## src/rtl/mp_adder_stream.sv

```systemverilog
// mp_adder_stream: byte-serial multi-precision adder feeding a small valid/ready result FIFO
module mp_adder_stream #(
  parameter int DEPTH     = 4,
  parameter int MAX_BYTES = 8
) (
  input  logic       clk,
  input  logic       rst_n,
  input  logic [7:0] in_a,
  input  logic [7:0] in_b,
  input  logic       in_last,
  input  logic       in_valid,
  output logic       in_ready,
  output logic [7:0] out_sum,
  output logic       out_last,
  output logic       out_carry,
  output logic       out_ovf,
  output logic       out_valid,
  input  logic       out_ready,
  output logic       err_len
);
  localparam int PW = $clog2(DEPTH);
  localparam int CW = $clog2(MAX_BYTES + 1);
  typedef enum logic {IDLE, CHAIN} state_t;
  state_t          state_q, state_d;
  logic            carry_q, carry_d;
  logic [CW-1:0]   cnt_q, cnt_d;
  logic            err_q, err_d;
  logic [10:0]     mem_q [DEPTH];
  logic [PW-1:0]   wr_q, rd_q;
  logic [PW:0]     fill_q, fill_d;
  logic            push, pop, cin, c, eff_last, ovf;
  logic [7:0]      s;
  logic [10:0]     entry, head;
  // datapath and handshakes
  always_comb begin
    in_ready  = fill_q != (PW+1)'(DEPTH);
    out_valid = fill_q != '0;
    push      = in_valid && in_ready;
    pop       = out_valid && out_ready;
    {c, s}    = {1'b0, in_a} + {1'b0, in_b} + {8'b0, cin};
    eff_last  = in_last || (cnt_q == CW'(MAX_BYTES - 1));
    ovf       = (in_a[7] == in_b[7]) && (s[7] != in_a[7]);
    entry     = {s, eff_last, eff_last & c, eff_last & ovf};
    fill_d    = (push && !pop) ? fill_q + 1'b1 : (pop && !push) ? fill_q - 1'b1 : fill_q;
  end
  // word FSM: a last byte (real or forced by length) always returns to IDLE with carry cleared
  always_comb begin
    state_d = state_q;
    carry_d = carry_q;
    cnt_d   = cnt_q;
    err_d   = err_q | (push & eff_last & ~in_last);
    if (push) begin
      state_d = eff_last ? IDLE : CHAIN;
      carry_d = eff_last ? 1'b0 : c;
      cnt_d   = eff_last ? '0 : cnt_q + CW'(1);
    end
  end
  // outputs: carry-in only chains inside a word, head is zeroed when empty
  always_comb begin
    cin       = (state_q == CHAIN) && carry_q;
    head      = out_valid ? mem_q[rd_q] : '0;
    out_sum   = head[10:3];
    out_last  = head[2];
    out_carry = head[1];
    out_ovf   = head[0];
    err_len   = err_q;
  end
  // state, chain and FIFO control registers
  always_ff @(posedge clk or negedge rst_n) begin
    if (!rst_n) begin
      state_q <= IDLE;
      carry_q <= 1'b0;
      cnt_q   <= '0;
      err_q   <= 1'b0;
      wr_q    <= '0;
      rd_q    <= '0;
      fill_q  <= '0;
    end else begin
      state_q <= state_d;
      carry_q <= carry_d;
      cnt_q   <= cnt_d;
      err_q   <= err_d;
      fill_q  <= fill_d;
      if (push) wr_q <= wr_q + PW'(1);
      if (pop) rd_q <= rd_q + PW'(1);
    end
  end
  // FIFO storage needs no reset since reads are gated by fill level
  always_ff @(posedge clk) begin
    if (push) mem_q[wr_q] <= entry;
  end
endmodule

```

## config.mk

```make
export PLATFORM = sky130hd
export DESIGN_NAME = mp_adder_stream
export DESIGN_NICKNAME = d
export VERILOG_FILES = /design/src/rtl/mp_adder_stream.sv
export SDC_FILE = /design/constraint.sdc
export NUM_CORES = 1
export LEC_CHECK = 0
export BUFFER_PORTS_ARGS = -buffer_cell sky130_fd_sc_hd__clkbuf_2
export CORE_MARGIN = 2
export CORE_UTILIZATION = 50
export DETAILED_ROUTE_END_ITERATION = 7
export PLACE_DENSITY = 0.78
export SLEW_MARGIN = 15
export SYNTH_ARGS = -nofsm -noshare
export SYNTH_HDL_FRONTEND = slang
export SYNTH_SLANG_ARGS = --single-unit
```

## constraint.sdc

```tcl
create_clock -name clk -period 2.4 [get_ports clk]
set_input_delay 0.24 -clock clk [delete_from_list [all_inputs] [get_ports clk]]
set_output_delay 0.24 -clock clk [all_outputs]
set_load 0.1 [all_outputs]
```

-- Word level (Yosys, flattened, before mapping)
Memories as Yosys holds them, arrays and structs flattened.
Index checks and enable logic that the tools add are counted.
- flip-flop bits (word level): 14
- memory bits (writable): 44
- input port bits: 21
- output and inout bits: 14
- word-level logic and storage cells: 44
- memories: 1
- $add $sub $neg: 7
- equal/unequal tests: 4
- muxes and demuxes: 8
- bitwise logic cells: 6
- reduce and logical (&&, ||, !) cells: 11
- memory list (name ; words ; bits a word ; rd ports ; clocked after memory_dff ; write ports ; line ; source):
    mem_q ; 4 ; 11 ; 1 ; 0 ; 1 ; 28 ; logic [10:0] mem_q [DEPTH];
- operator list (kind ; count):
    $mux 11 ; 1
    $add 8x8->9 ; 1
    $add 9x1->9 ; 1
    $logic_and 1x1->1 ; 6
    $mux 3 ; 2
    $add 2x1->2 const B ; 2
    $add 4x1->4 const B ; 1
    $and 1x1->1 ; 4
    $eq 4x3->1 const B ; 1
    $mux 1 ; 4
    $mux 4 ; 1
    $add 3x1->3 const B ; 1
    $ne 3x3->1 const B ; 1
    $reduce_bool 3->1 ; 1
    $sub 3x1->3 const B ; 1
    $logic_not 1->1 ; 2
    $reduce_bool 2->1 ; 1
    $eq 1x1->1 ; 1
    $logic_or 1x1->1 ; 1
    $ne 1x1->1 ; 1
    $not 1->1 ; 1
    $or 1x1->1 ; 1

-- Logic depth before layout (Yosys ltp)
- depth in word-level cells: 6
- depth in mapped cells: 10
- gate-level depth less buffers: 9

-- Least setup slack after synthesis
No wires, ideal clock.
- kind: register to output
- from: register fill_q[0]
- to: output port out_carry
- arrival time: 2.413 ns
- data required time: 2.160 ns
- path slack: -0.253 ns
- stages on the path, launching flop included: 4
- path through: dfrtp_1 or3_1 clkbuf_1 and2_1
- cells in the longest elaborated chain, start to end: 2
- ends and longest elaborated chain (item ; line ; source):
    start: declaration ; 30 ; logic [PW:0] fill_q, fill_d;
    start signal: assignment ; 83 ; fill_q <= fill_d;
    $reduce_bool 3->1 ; 37 ; out_valid = fill_q != '0;
    net out_valid ; 17 ; output logic out_valid,
    $mux 11 ; 61 ; head = out_valid ? mem_q[rd_q] : '0;
    end: declaration ; 15 ; output logic out_carry,
The timed path passes the listed nets, and every way through them passes these cells.

-- Worst setup path after layout
- from: register rd_q[0]
- to: output port out_carry
- cells in the longest elaborated chain, start to end: 2
- ends and longest elaborated chain (item ; line ; source):
    start: declaration ; 29 ; logic [PW-1:0] wr_q, rd_q;
    start signal: assignment ; 85 ; if (pop) rd_q <= rd_q + PW'(1);
    $mem_v2 4x11 ; n/a ;
    $mux 11 ; 61 ;
No other way between the ends.

==> metrics.yaml <==
status:
  status: "finished clean"
clock_network:
  cts_tree: "done"
  clk_latency_ns: 0.34
  numCtsBuffers: 9
  cts_max_level: 3
  clk_pin_slew_ns: 0.07
  clock-sinks: 58
  cts_root_buf: "clkbuf_8"
  cts-resized-gates: 0
  cts.path.max_buffers: 2
timing:
  slew_violations: 0
  finalWorstPathRequiredPeriod_ns: 2.27
  rsz0062_at_grt: "false"
  setup_violations: 0
  fin_setup_tns_ns: 0
  slew_headroom_pct: 58.8
  finalCritPeriodShare_pct: 94.4
  finalHoldViolations: 0
  fin_skew_ns: 0.00969
  worstMarginPinSlew_ns: 0.618
  fmax_mhz: 441
logic_synthesis:
  synth_edf_count: 44
  yosys-top-cells-area: "edfxtp_1 (48%), dfrtp_1 (13%), mux4_1 (7.6%), ha_1 (5.9%), and2_1 (2.9%)"
  netlist.area_leader.share_pct: 47.9
  yosys.area_share.simple_pct: 10.4
  synth_top_family_by_area: "multiplexers"
  synth_fp_nets: 218
  postSynthCellCount: 181
  yosys.area_share.adder_pct: 8.07
  synth_compound_area_share_pct: 3.95
  synth.area.mux_share_pct: 10.9
  ys_async_sr_fraction_pct: 24.1
  synth-seq-cells: 58
  yosysTopAreaCell: "edfxtp_1"
  ys.flop_type: "edfxtp_1"
  avgSynthCellArea_um2: 15.2
  synth-xor-area-share_pct: 3.81
  yosysWarnings: 0
  ys_types: 37
  ys_seq_area_share_pct: 60.6
  syn_area_um2: 2760
cells_and_area:
  diodes: 0
  layout_common_cells: "edfxtp_1 (44), clkbuf_2 (34), nand2_1 (14), dfrtp_1 (14)"
  fin_util_pct: 60.1
  syn2layout_area_growth_pct: 17.8
  finalNonFillerCells: 302
  final_common_cell: "edfxtp_1"
  drive_above_1_share_pct: 25.2
  fin_nets: 262
global_route:
  antenna_found_initial: 0
  grt_pass1_wl_um: 8020
  track_usage_pct: 17.9
  grt_remaining_overflow: 0
  grt_pass1_vias: 1702
  grt_max_degree: 15
setup_path:
  r2r-end: "fill_q[1]"
  worstSetupPathType: "reg -> out"
  r2r_cells: 7
  critPathArrivalTime_ns: 2.03
  rrSetupSlack_ns: 0.17
  reg2reg_from: "fill_q[0]"
  cp-start-kind: "register"
  critPathCaptureType: "output pin"
  cp_max_fo: 13
  worstPathRequired_ns: 2.16
placement:
  place.gp.congestion: 0.825
  dp_hpwl_um: 3350
  port_buffers: 34
  dp.cells: 285
drt:
  drt_iter0_drc: 74
  routedWlPerCell_um: 16.1
  drc: 0
  vias_per_cell: 5.36
  vias: 1618
  drt-total-wl_um: 4870
  firstDrtPassIters: 4
  postRouteAntennaNets: 0
hold_path:
  worstHoldPathCells: 2
  hold-path-endpoint: "cnt_q[2]"
  hp-start: "in_last"
  min_path_type: "in -> reg"
die:
  dieArea_um2: 6130
  coreArea_um2: 5410
  die_x_um: 78.3
  die_height_um: 78.3
  num_io_pins: 35
  start_util_pct: 51.0
  num_rows: 27
run:
  max_cap_violations: 0
-- cell type report --
| class | count | area, um2 |
|---|---|---|
| fill | 413 | 2150 |
| sequential | 58 | 1670 |
| multi-input combinational | 111 | 1020 |
| timing repair buffer | 38 | 203 |
| clock buffer | 11 | 131 |
| clock inverter | 5 | 103 |
| tap | 72 | 90.1 |
| inverter | 7 | 28.8 |
-- worst max-delay path, stage by stage (launching register included) --
cell and delay, ns:
dfrtp_1 0.32, buf_4 0.24, mux4_1 0.60, and2_1 0.17
clkbuf_2 0.36
-- cells in the mapped netlist, types with 2 or more instances --
library cell and instances:
clkbuf_1 2, dfrtp_1 14, a21oi_1 8, mux4_2 3, ha_1 13, xor2_1 5, xnor2_1 7, edfxtp_1 44
inv_1 6, buf_6 2, and2_1 13, mux4_1 8, and3_1 4, nand2_1 14, fa_1 3, o21ai_0 5
mux2_2 2, nand3_1 7, nor2_1 3
-- registers in the layout (all words and copies together) (netlist names) --
register and count:
carry_q 1, mem_q 44, wr_q 2, cnt_q 4, state_q 1, rd_q 2
fill_q 3, err_len 1
-- cell families (layout without fill, tap and decap cells) --
family	Yosys count	count (layout)
compound gates	19	19
xor+xnor	12	12
flops	58	58
buf+inv	12	61
simple gates	51	51
mux	13	13
fa+ha+maj	16	16
-- through the flow --
step / setup WS [ns] / hold slack, ns / instance area (um2)
6_report: 0.135 / 0.109 / 3250
5_1_grt: 0.0664 / 0.131 / 3250
4_1_cts: 0.116 / 0.0952 / 3250
3_5_place_dp: 0.168 / 0.166 / 3010
3_3_place_gp: 0.229 / 0.167 / 3010
2_1_floorplan: 0.223 / -0.0556 / 2760
-- worst max path at each step --
stage / cells past startpoint / from / endpoint / slack, ns
floorplan: 8 / fill_q[1] / fill_q[1] / 0.22
global placement: 7 / fill_q[1] / fill_q[1] / 0.23
detailed placement: 7 / fill_q[0] / fill_q[1] / 0.17
CTS: 4 / rd_q[0] / out_carry / 0.12
global route: 4 / rd_q[0] / out_carry / 0.07
finish: 4 / rd_q[0] / out_carry / 0.13
-- what timing repair did --
item                       CTS  global route
setup endpoints to repair    0             0
hold endpoints to repair    14             0
setup buffers                0             0
hold buffers                 1             0
-- per-layer routing --
| layer | up-vias | global-route usage, % | wire length [um] |
|---|---|---|---|
| li1 | 769 | - | - |
| met1 | 790 | 23.0 | 2260 |
| met2 | 49 | 28.1 | 2290 |
| met3 | 10 | 4.25 | 214 |
| met4 | 0 | 10.2 | 102 |
| met5 | - | 0 | 0 |
Power is left out: the tool's default activity adds up to more than one toggle a clock period on the data nets, which glitch-free logic cannot reach.
